<file path="config.mk">
export PLATFORM = sky130hd
export DESIGN_NAME = id_ex_operand_stage
export DESIGN_NICKNAME = d
export VERILOG_FILES = /design/src/rtl/id_ex_operand_stage.sv
export SDC_FILE = /design/constraint.sdc
export NUM_CORES = 1
export LEC_CHECK = 0
export BUFFER_PORTS_ARGS = -buffer_cell sky130_fd_sc_hd__buf_4
export CORE_ASPECT_RATIO = 0.7
export CORE_UTILIZATION = 33
export CTS_BUF_LIST = sky130_fd_sc_hd__clkbuf_8
export CTS_CLUSTER_SIZE = 12
export DETAILED_ROUTE_END_ITERATION = 6
export GPL_TIMING_DRIVEN = 0
export PLACE_DENSITY_LB_ADDON = 0.2
export SYNTH_ARGS = -nofsm -noshare
export SYNTH_HDL_FRONTEND = slang
export SYNTH_SLANG_ARGS = --single-unit
</file>
<file path="constraint.sdc">
create_clock -name clk -period 2 [get_ports clk]
set_input_delay 0.1 -clock clk [delete_from_list [all_inputs] [get_ports clk]]
set_output_delay 0.1 -clock clk [all_outputs]
set_load 0.005 [all_outputs]
</file>
<file path="src/rtl/id_ex_operand_stage.sv">
`default_nettype none
// ============================================================================
// id_ex_operand_stage : ID/EX pipeline register with EX/WB operand forwarding,
//                       load-use bubble insertion and a saturating bubble count
// Revision: 1.0
// ============================================================================
module id_ex_operand_stage #(
  parameter int WIDTH = 32,
  parameter int CNT_W = 16
) (
  input  logic             clk,
  input  logic             reset,
  input  logic             in_valid,
  input  logic [3:0]       rn_idx,
  input  logic [3:0]       rm_idx,
  input  logic [3:0]       rd_idx,
  input  logic [WIDTH-1:0] rn_data,
  input  logic [WIDTH-1:0] rm_data,
  input  logic [WIDTH-1:0] imm,
  input  logic             use_imm,
  input  logic             reg_write,
  input  logic             link,
  input  logic             is_load,
  input  logic             stall,
  input  logic             flush,
  input  logic             ex_wr_en,
  input  logic [3:0]       ex_wr_dest,
  input  logic [WIDTH-1:0] ex_wr_data,
  input  logic             ex_is_load,
  input  logic             wb_wr_en,
  input  logic [3:0]       wb_wr_dest,
  input  logic [WIDTH-1:0] wb_wr_data,
  output logic             hazard_stall,
  output logic             out_valid,
  output logic [WIDTH-1:0] out_op_a,
  output logic [WIDTH-1:0] out_op_b,
  output logic [3:0]       out_rd,
  output logic             out_reg_write,
  output logic             out_link,
  output logic             out_is_load,
  output logic [CNT_W-1:0] bubble_count
);

  localparam logic [3:0] C_PC_IDX = 4'd15;

  logic             valid_q;
  logic [WIDTH-1:0] op_a_q, op_b_q;
  logic [3:0]       rd_q;
  logic             reg_write_q, link_q, is_load_q;
  logic [CNT_W-1:0] cnt_q, cnt_d;

  logic [WIDTH-1:0] op_a_d, op_b_d;
  logic             haz_d;

  // Register 15 reads as the PC, so it is never a forwarding target.
  always_comb begin
    op_a_d = rn_data;
    if (ex_wr_en && (ex_wr_dest == rn_idx) && (rn_idx != C_PC_IDX)) begin
      op_a_d = ex_wr_data;
    end else if (wb_wr_en && (wb_wr_dest == rn_idx) && (rn_idx != C_PC_IDX)) begin
      op_a_d = wb_wr_data;
    end
  end

  always_comb begin
    op_b_d = rm_data;
    if (use_imm) begin
      op_b_d = imm;
    end else if (ex_wr_en && (ex_wr_dest == rm_idx) && (rm_idx != C_PC_IDX)) begin
      op_b_d = ex_wr_data;
    end else if (wb_wr_en && (wb_wr_dest == rm_idx) && (rm_idx != C_PC_IDX)) begin
      op_b_d = wb_wr_data;
    end
  end

  always_comb begin
    haz_d = in_valid && ex_wr_en && ex_is_load && (ex_wr_dest != C_PC_IDX) &&
            ((ex_wr_dest == rn_idx) || (!use_imm && (ex_wr_dest == rm_idx))) &&
            !flush;
  end

  always_comb begin
    cnt_d = (&cnt_q) ? cnt_q : cnt_q + 1'b1;
  end

  always_ff @(posedge clk) begin
    if (reset) begin
      valid_q     <= 1'b0;
      op_a_q      <= '0;
      op_b_q      <= '0;
      rd_q        <= '0;
      reg_write_q <= 1'b0;
      link_q      <= 1'b0;
      is_load_q   <= 1'b0;
      cnt_q       <= '0;
    end else if (flush) begin
      valid_q <= 1'b0;
    end else if (stall) begin
      valid_q <= valid_q;
    end else if (haz_d) begin
      valid_q <= 1'b0;
      cnt_q   <= cnt_d;
    end else begin
      valid_q     <= in_valid;
      op_a_q      <= op_a_d;
      op_b_q      <= op_b_d;
      rd_q        <= rd_idx;
      reg_write_q <= in_valid & reg_write;
      link_q      <= in_valid & link;
      is_load_q   <= in_valid & is_load;
    end
  end

  assign hazard_stall  = haz_d;
  assign out_valid     = valid_q;
  assign out_op_a      = op_a_q;
  assign out_op_b      = op_b_q;
  assign out_rd        = rd_q;
  assign out_reg_write = reg_write_q;
  assign out_link      = link_q;
  assign out_is_load   = is_load_q;
  assign bubble_count  = cnt_q;

endmodule
`default_nettype wire
</file>
==> metrics, run 1 <==
status=finished clean; drc violations=0; Clk Latency, worst-skew pair=370 ps; leading area contributor after synthesis=dfxtp_1; Mapped Cells=733; Layout Skew=4.04 ps; wire length on met1=12300 um; Distinct cells, synth=44; Setup crit start kind=flip-flop; Die H=112 um; post-synthesis instance area=0.00571 mm^2; Initial Util=34.3%; synthesized area per cell=7.79 um^2; number of DRC markers in iteration 0=519; Final HPWL DP=19800 um; Final Max Tran Viols=0; CP arrival=2190 ps; FF+latch count, synth=88; Sink Count=88; post-route clock period utilization=95.9%; multi-input logic area=0.00355 mm^2; clock transition at the registers of the reported paths=90 ps; top layer in use=met4; H-tree depth=3; Via density=5.56; Power Total=4.22 mW; Seq/Total Area, Yosys=30.8%; Worst Tran Pin Value=766 ps; PD cells=500 mW/mm^2; post-placement cell area=0.00809 mm^2; Met3 Wirelength=1880 um; Leakage=3.79 nW; largest net degree at the start of global routing=13; minimum clock period=1920 ps; router iterations before antenna repair=5; post-route ant nets=0; port buffer count=279; non-filler cells in the finished layout=1267; final RePlAce weighted congestion=0.934; Layout area overhead=47.7%; die width=159 um; max-cap viol count=0; vias in the first global route=6690; I/O pin count=281; CTS tree=done; dpl cells=1237; register area=0.00176 mm^2; nets=1231; Worst setup EP type=flip-flop; commonest non-fill, non-tap cell in the layout=buf_4; gr usage total=27.9%; Post-Route Setup TNS=0 ps; post-synth top area share=30.8%; total CTS buffers=9; leading post-synthesis cells by cell area=dfxtp_1 (31%), nor2_1 (5.1%), a221oi_1 (4.9%); share of layout cells above drive strength 1=32.0%; warning count from the yosys run=0; setup violators final=0; Site Rows=39; DR vias=7039; Final Cell Area=0.00844 mm^2; most frequent cells in the layout=buf_4 (284), dfxtp_1 (88), nor2_1 (76); Post-Route WL=25600 um; # fillers=1675; Hold Vio Cnt, Final=0; relative slew slack=48.9%; root buf cell=clkbuf_8; Placeable Area=0.0166 mm^2; CTS Buffer Depth=2; hold crit path type=input pin to flip-flop; initial antenna violation count=0; Required @ worst endpoint=2270 ps; first-pass GRT wire length=38300 um; crit path max fanout=8; remaining global-route overflow=0; Setup CP Type=flip-flop to flip-flop; Wirelength per Cell=20.2 um; syn nets=926; WL met2=11000 um; Fmax achieved=0.521 GHz; Peak VDD IR=263 uV; Die Footprint=0.0178 mm^2
[worst paths after layout]
kind                         from         endpoint  slack [ps]  depth (start not counted)
hold reg to reg       out_is_load      out_is_load         450                          2
hold / removal           in_valid         out_link          30                          3
setup reg to reg  bubble_count[0]  bubble_count[8]          80                          6
setup / recovery  bubble_count[0]  bubble_count[8]          80                          6
[sequential cells by signal, summed over array words and instances (netlist names)]
register and count:
out_op_a 32, out_op_b 32, bubble_count 16, out_rd 4, out_is_load 1, out_link 1
out_reg_write 1, out_valid 1
[synth_stat cells]
| master | instances |
|---|---|
| a211oi_1 | 33 |
| a21boi_0 | 32 |
| a21oi_1 | 44 |
| a221o_1 | 1 |
| a221oi_1 | 32 |
| a22oi_1 | 1 |
| a22oi_2 | 1 |
| a31oi_1 | 32 |
| a41oi_1 | 2 |
| and2_0 | 1 |
| and2_1 | 33 |
| and3_1 | 39 |
| and4_1 | 4 |
| buf_1 | 4 |
| buf_2 | 10 |
| clkbuf_1 | 66 |
| dfxtp_1 | 88 |
| ha_1 | 1 |
| inv_1 | 34 |
| mux2_2 | 10 |
| mux2i_1 | 1 |
| nand2_1 | 17 |
| nand2b_1 | 2 |
| nand3_1 | 8 |
| nand3b_1 | 32 |
| nand4_1 | 3 |
| nor2_1 | 77 |
| nor2b_1 | 11 |
| nor3_1 | 5 |
| nor3b_1 | 1 |
| nor4_1 | 6 |
| nor4_2 | 1 |
| nor4_4 | 1 |
| nor4b_1 | 1 |
| o2111ai_1 | 5 |
| o211ai_1 | 1 |
| o21ai_0 | 1 |
| o21ai_1 | 1 |
| o31ai_1 | 37 |
| o41ai_1 | 32 |
| or2_2 | 2 |
| or4_1 | 5 |
| xnor2_1 | 6 |
| xor2_1 | 9 |
[metrics by stage]
step | hold WS, ps | setup WS [ps] | util [%]
5_1_grt | 19.0 | -1.03 | 50.7
3_5_place_dp | 292 | -670 | 48.6
4_1_cts | 6.77 | -28.9 | 50.5
6_report | 29.3 | 82.2 | 50.7
2_1_floorplan | 179 | 160 | -
3_3_place_gp | 290 | -670 | 48.6
[timing repair]
item / 4_1_cts / 5_1_grt
resized for setup: 9 / 9
endpoints found under the setup margin: 78 / 30
pin swaps: 1 / 2
hold endpoints to repair: 8 / 0
hold buffers: 10 / 0
buffers inserted: 3 / 2
[power breakdown]
part           switching [mW]  leakage, nW  internal (mW)
clock network           0.658       0.0918          0.458
registers              0.0513        0.720           1.84
logic                   0.618         2.98          0.594
[cell families after synthesis]
logic type               share of synthesized area [%]
AO/OA/AOI/OAI                                     32.5
XOR/XNOR                                          2.30
adder cells (fa/ha/maj)                          0.219
buffers and inverters                             7.71
flip-flops                                        30.8
multiplexers                                      2.15
AND/OR/NAND/NOR                                   24.3
[worst max-delay path, stage by stage, from the launching register on]
cell     delay [ps]
dfxtp_1         390
ha_1            310
nand4_1         150
buf_4           180
nor2_4           80
nor4_1          330
mux2_2          380
[metal layers]
layer  vias to the layer above  GRT usage, %
li1                       3367             -
met1                      3278          40.7
met2                       368          42.2
met3                        26          5.32
met4                         0          6.22
met5                         -             0
[layout make-up]
class / count / area share (%)
clock inverter: 4 / 0.193
buffer: 80 / 3.83
tap: 225 / 3.34
multi-input combinational: 531 / 42.1
inverter: 34 / 1.51
timing repair buffer: 294 / 26.5
antenna: 1 / 0.0297
sequential: 88 / 20.9
clock buffer: 10 / 1.63
(Power assumes the default switching activity.)
==> inputs of run 2 (changes only) <==
RECOVER_POWER = 50   (was not set)
==> metrics, run 2 (synthesis gave the netlist of run 1 again) <==
status=finished clean; drc violations=0 (unchanged); multi-input logic area=0.00355 mm^2 (unchanged); total CTS buffers=9 (unchanged); RSZ-0062 raised after global routing=no; Wirelength per Cell=20.1 um (-0.16%); gr usage total=27.9% (unchanged); root buf cell=clkbuf_8; Sink Count=88 (unchanged); Worst Hold Path EP=out_link; Final Worst Setup Slack=85.5 ps (+3.28 ps); vias in the first global route=6690 (unchanged); Required @ worst endpoint=2270 ps (about the same); Setup CP Type=flip-flop to flip-flop; Final Max Tran Viols=0 (unchanged); Post-Route WL=25500 um (-0.16%); Worst setup EP type=flip-flop; Layout Skew=3.03 ps (-1.01 ps); die width=159 um (unchanged); pre-CTS setup slack=-670 ps (unchanged); Final HPWL DP=19800 um (unchanged); Hold Vio Cnt, Final=0 (unchanged); crit path max fanout=8 (unchanged); Leakage=3.67 nW (-3.0%); router iterations before antenna repair=5 (unchanged); post-route clock period utilization=95.7% (-0.16 points); CTS tree=done; Placeable Area=0.0166 mm^2 (unchanged); # fillers=1694 (+1.1%); Die H=112 um (unchanged); Worst Tran Pin Value=761 ps (-5.34 ps); hold path depth=3 (unchanged); Post-Route Setup TNS=0 ps (unchanged); remaining global-route overflow=0 (unchanged); CP arrival=2180 ps (about the same); DR vias=7008 (-0.44%); first-pass GRT wire length=38300 um (unchanged); PD cells=501 mW/mm^2 (+0.24%); CTS Buffer Depth=2 (unchanged); Layout area overhead=46.4%; setup violators final=0 (unchanged); Worst Reg-to-Reg Cells=6 (unchanged); commonest non-fill, non-tap cell in the layout=buf_4; post-route ant nets=0 (unchanged); Worst Hold Margin=29.2 ps (-0.171 ps); R2R Path End=bubble_count[8]; minimum clock period=1910 ps (-3.28 ps); final RePlAce weighted congestion=0.934 (unchanged); initial antenna violation count=0 (unchanged); relative slew slack=49.3% (+0.36 points); most frequent cells in the layout=buf_4 (196), dfxtp_1 (88), clkbuf_1 (80); share of layout cells above drive strength 1=30.2% (-1.8 points); Initial Util=34.3% (unchanged); Via density=5.53 (-0.44%); nets=1231 (unchanged); R2R Setup Slk=90 ps (about the same); Power Total=4.19 mW (-0.61%); hold path startpoint=in_valid; port buffer count=279 (unchanged); Site Rows=39 (unchanged); I/O pin count=281 (unchanged); number of DRC markers in iteration 0=584 (+13%); register area=0.00176 mm^2 (unchanged); Die Footprint=0.0178 mm^2 (unchanged); largest net degree at the start of global routing=13 (unchanged); H-tree depth=3 (unchanged); Clk Latency, worst-skew pair=370 ps (about the same); hold crit path type=input pin to flip-flop; Setup crit start kind=flip-flop; clock transition at the registers of the reported paths=90 ps (about the same); max-cap viol count=0 (unchanged); Peak VDD IR=263 uV (about the same); Fmax achieved=0.522 GHz (+0.17%); reg2reg start=bubble_count[0]
## run 2: cell types whose count changed in the layout (fill, tap and decap cells not counted)
cell,delta
buf_4,-88
clkbuf_4,+69
clkbuf_1,+19
## run 2: worst max path at each step
| stage | from | to | cells after the start |
|---|---|---|---|
| global route | bubble_count[0] | bubble_count[8] | 6 |
| CTS | bubble_count[1] | bubble_count[8] | 5 |
| finish | bubble_count[0] | bubble_count[8] | 6 |
| detailed placement | ex_wr_dest[3] | out_op_a[3] | 8 |
| global placement | ex_wr_dest[3] | out_op_a[18] | 7 |
| floorplan | ex_wr_dest[3] | bubble_count[12] | 6 |
## run 2: final cells by class
class,count,share of cell area (%)
diodes,1,0.0299
plain buffers,80,3.86
clock buffers,10,1.65
clock inverters,4,0.194
inverters,34,1.53
multi-input cells,531,42.5
flip-flops and latches,88,21.1
well taps,225,3.37
repair buffers,294,25.8
## run 2: power by group
part	leakage, nW	switching (mW)	total (mW)	internal [mW]
registers	0.720	0.0488	1.89	1.84
logic	2.86	0.616	1.19	0.571
clock network	0.0918	0.659	1.12	0.458
total	3.67	1.32	4.19	2.87
## run 2: per-stage QoR
stage	std cells	util [%]	instance area, um^2
floorplan	733	-	5710
global placement	1237	48.6	8090
detailed placement	1237	48.6	8090
CTS	1264	50.5	8400
global route	1266	50.3	8360
finish	1267	50.3	8360
## run 2: what timing repair did
action,in CTS,in global routing
setup buffers,3,2
gates cloned,0,0
setup endpoints to repair,78,30
pin swaps,1,2
gates resized for setup,9,9
hold buffers,10,0
endpoints found under the hold margin,8,0
## run 2: worst max-delay path, stage by stage, from the launching register on
cell,delay (ps)
dfxtp_1,390
ha_1,310
nand4_1,150
buf_4,190
nor2_4,80
nor4_1,320
mux2_2,380
## run 2: routing by layer
metal | GRT usage [%] | share of wire, %
met1 | 40.7 | 48
met2 | 42.2 | 43
met3 | 5.32 | 7.1
met4 | 6.22 | 1.4
met5 | 0 | 0
